===== src/rtl/and_gate_unit.sv =====
// Bitwise 2/3/4-input AND with combinational outputs and enable-loaded registered copies.
// q_valid marks that the registered copies hold a result loaded since the last reset.
module and_gate_unit #(
   parameter int WIDTH = 1
) (
   input  logic             clk,
   input  logic             rst,
   input  logic             en,
   input  logic [WIDTH-1:0] i_1,
   input  logic [WIDTH-1:0] i_2,
   input  logic [WIDTH-1:0] i_3,
   input  logic [WIDTH-1:0] i_4,
   output logic [WIDTH-1:0] o,
   output logic [WIDTH-1:0] o_3,
   output logic [WIDTH-1:0] o_4,
   output logic [WIDTH-1:0] q,
   output logic [WIDTH-1:0] q_3,
   output logic [WIDTH-1:0] q_4,
   output logic             q_valid
);

   generate
      if (WIDTH < 1 || WIDTH > 64) begin : g_width_check
         $error("and_gate_unit: WIDTH must be in 1..64");
      end
   endgenerate

   // The wider products reuse the narrower ones so the AND tree is shared.
   assign o   = i_1 & i_2;
   assign o_3 = o & i_3;
   assign o_4 = o_3 & i_4;

   always_ff @(posedge clk) begin
      if (rst) begin
         q       <= '0;
         q_3     <= '0;
         q_4     <= '0;
         q_valid <= 1'b0;
      end else if (en) begin
         q       <= o;
         q_3     <= o_3;
         q_4     <= o_4;
         q_valid <= 1'b1;
      end
   end

endmodule


===== config.mk =====
export PLATFORM = sky130hd
export DESIGN_NAME = and_gate_unit
export DESIGN_NICKNAME = d
export VERILOG_FILES = /design/src/rtl/and_gate_unit.sv
export SDC_FILE = /design/constraint.sdc
export NUM_CORES = 1
export LEC_CHECK = 0
export CAP_MARGIN = 25
export CORE_AREA = 2 2 39 41
export CTS_CLUSTER_DIAMETER = 120
export CTS_CLUSTER_SIZE = 8
export DETAILED_ROUTE_END_ITERATION = 10
export DIE_AREA = 0 0 41 43
export SYNTH_ARGS = -nofsm -noshare
export SYNTH_HDL_FRONTEND = slang
export SYNTH_SLANG_ARGS = --single-unit

===== constraint.sdc =====
create_clock -name clk -period 1 [get_ports clk]
set_clock_uncertainty 0.1 [all_clocks]
set_input_delay 0.2 -clock clk [delete_from_list [all_inputs] [get_ports clk]]
set_output_delay 0.2 -clock clk [all_outputs]
set_load 0.03 [all_outputs]

==> flow_summary.toml, run 1 <==
[synth]
avgSynthCellArea_um2 = 9.31
ys_ff_latch = 4
yosysMostFrequentCell = "dfxtp_1"
ys_top_cells_by_area = "dfxtp_1 48%, nand2b_1 7.5%, and4_4 6.7%, a21oi_1 6.0%, a31o_1 5.2%"
synth.distinct_cells = 12
synth_largest_type_area_fraction_pct = 47.8
synth_common_cells = "4 x dfxtp_1, 2 x a21oi_1, 2 x nand2b_1, 2 x nor2_1"
synth-edff-count = 0
yosys_warnings = 0
synth.yosys.seq_area_share_pct = 47.8
async_flop_share_pct = 0
yosysTopAreaCell = "dfxtp_1"
synth_area_um2 = 168
ys.flop_type = "dfxtp_1"
netlist_instances = 18
synth_nets = 25

[place]
placed_cells = 51
portBuffers = 13
gp_congestion = 0.594
postPlaceCellArea_um2 = 330
place_ws_ns = -0.391

[detailed_routing]
viasPerCell = 3.55
routedWlPerCell_um = 8.09
vias = 195
drc = 0
wl_um = 445
drt_iter0_drc = 2
firstDrtPassIters = 4
ant_nets = 0

[critical_path]
rrSetupSlack_ns = 0.16
cp.required_ns = 0.70
r2r-end = "q_4$_SDFFE_PP0P_"
cp_num_buf_inv = 1
startpoint_type = "register"
critical_path.max_stage_delay_ns = 0.32
reg2reg_from = "q_4$_SDFFE_PP0P_"
critical_path.slowest_cell = "dfxtp_2"
path_delay_family = "flip-flops"
end_kind = "primary output"
worstPathMaxFanout = 2
crit_type = "reg -> out"
crit_chain = "buf_6"
r2r_cells = 2
critical_path_arrival_ns = 0.68

[timing]
slew_headroom_pct = 86.3
rsz0062_at_grt = "false"
hold_violations = 0
fin_ws_ns = 0.0206
drv_slew = 0
worst_pin_slew_ns = 0.206
layout_min_cycle_time_ns = 0.979
finalSetupViolations = 0
finalCritPeriodShare_pct = 97.9
max_freq_mhz = 1020

[cells_and_area]
antenna_cells = 0
fillers = 164
layout-drive-gt1-share_pct = 66.7
post-route-util_pct = 27.0
finalNonFillerCells = 55
fin_area_um2 = 374
nets = 48
area_growth_pct = 123

[clocking]
htreeDepth = 1
clk_latency_ns = 0.23
cts-root-buf = "clkbuf_4"
cts_tree = "yes"
clk_pin_slew_ns = 0.04
clkSinkCount = 4
cts_buffers = 3
clock_path_buffers = 2

[grt]
overflow = 0
grt_max_degree = 8
grt_use_total_pct = 6.42
antenna_found_initial = 0
grt_pass1_wl_um = 696
grt_pass1_vias = 188

[pwr]
peakVddDrop_mv = 0.297
p_per_area_nw_per_um2 = 1250
power_mw = 0.466
leakage_nw = 0.172

[floorplanning]
die_y_um = 43
chipWidth_um = 41
rows = 14
die_area_um2 = 1760
core_um2 = 1380
ios = 14
initial_utilization_pct = 12.1

[min_path]
min_path_cells = 4
min_from = "i_3"
hold_end = "q_3$_SDFFE_PP0P_"
min_path_type = "in -> reg"

[run]
cap_violations = 0

[status]
outcome = "finished, final reports clean"
## metal layers
metal	vias to the layer above	track usage [%]	part of all wire [%]
met3	0	0.524	13
met2	12	7.19	43
met1	76	7.05	43
met5	-	0	0
li1	107	-	-
met4	0	12.0	0
## worst max path at each step
| stage | start | end | slack (ns) | cells after the start |
|---|---|---|---|---|
| floorplan | q_4$_SDFFE_PP0P_ | q_4$_SDFFE_PP0P_ | 0.05 | 2 |
| CTS | q$_SDFFE_PP0P_ | q | 0.008 | 1 |
| global route | q_valid$_SDFFE_PP0P_ | q_valid | 0.0006 | 1 |
| global placement | i_2 | o_4 | -0.38 | 3 |
| detailed placement | i_1 | o_4 | -0.39 | 3 |
| finish | q_valid$_SDFFE_PP0P_ | q_valid | 0.02 | 1 |
## kinds of logic after synthesis
kind of cell    count (synthesis)  share of synthesized area (%)
flops                           4                           47.8
buf+inv                         1                           2.24
compound gates                  3                           11.2
simple gates                   10                           38.8
## layout by cell type, fill, tap and decap left out, drive strengths merged, types with 2 or more instances in the layout
master,count
a21oi,2
buf,16
clkbuf,3
dfxtp,4
nand2b,2
nor2,2
## state kept, by name, indices dropped and copies added (netlist names)
| signal | cells |
|---|---|
| q | 1 |
| q_3 | 1 |
| q_4 | 1 |
| q_valid | 1 |
## report_power, final
part           leakage (nW)  switching [mW]  internal, mW
clock network        0.0138          0.0632         0.134
logic                 0.124          0.0459        0.0514
registers            0.0343         0.00367         0.168
total                 0.172           0.113         0.353
## metrics by stage
stage / TNS [ns] / hold WS (ns)
6_report: 0 / 0.278
5_1_grt: 0 / 0.299
4_1_cts: 0 / 0.266
3_5_place_dp: -1.84 / 0.359
3_3_place_gp: -1.82 / 0.355
2_1_floorplan: 0 / 0.169
## area by class of cell
type	count	area, µm²	share of cell area [%]
timing repair buffer	18	155	41.5
multi-input combinational	13	87.6	23.4
sequential	4	85.1	22.7
clock buffer	3	22.5	6.02
tap	16	20.0	5.35
inverter	1	3.75	1.00
## timing repair
action,CTS,global route
hold buffers,0,0
setup endpoints to repair,8,1
pin swaps,1,0
gates resized for setup,28,0
endpoints found under the hold margin,0,0
setup buffers,0,1
Power figures use the tool's default switching activity.
==> run 2: changes to the inputs <==
- SLEW_MARGIN: default -> 20
==> results of run 2 <==
Same layout as run 1: the final DEF is identical, and so are final timing and power.
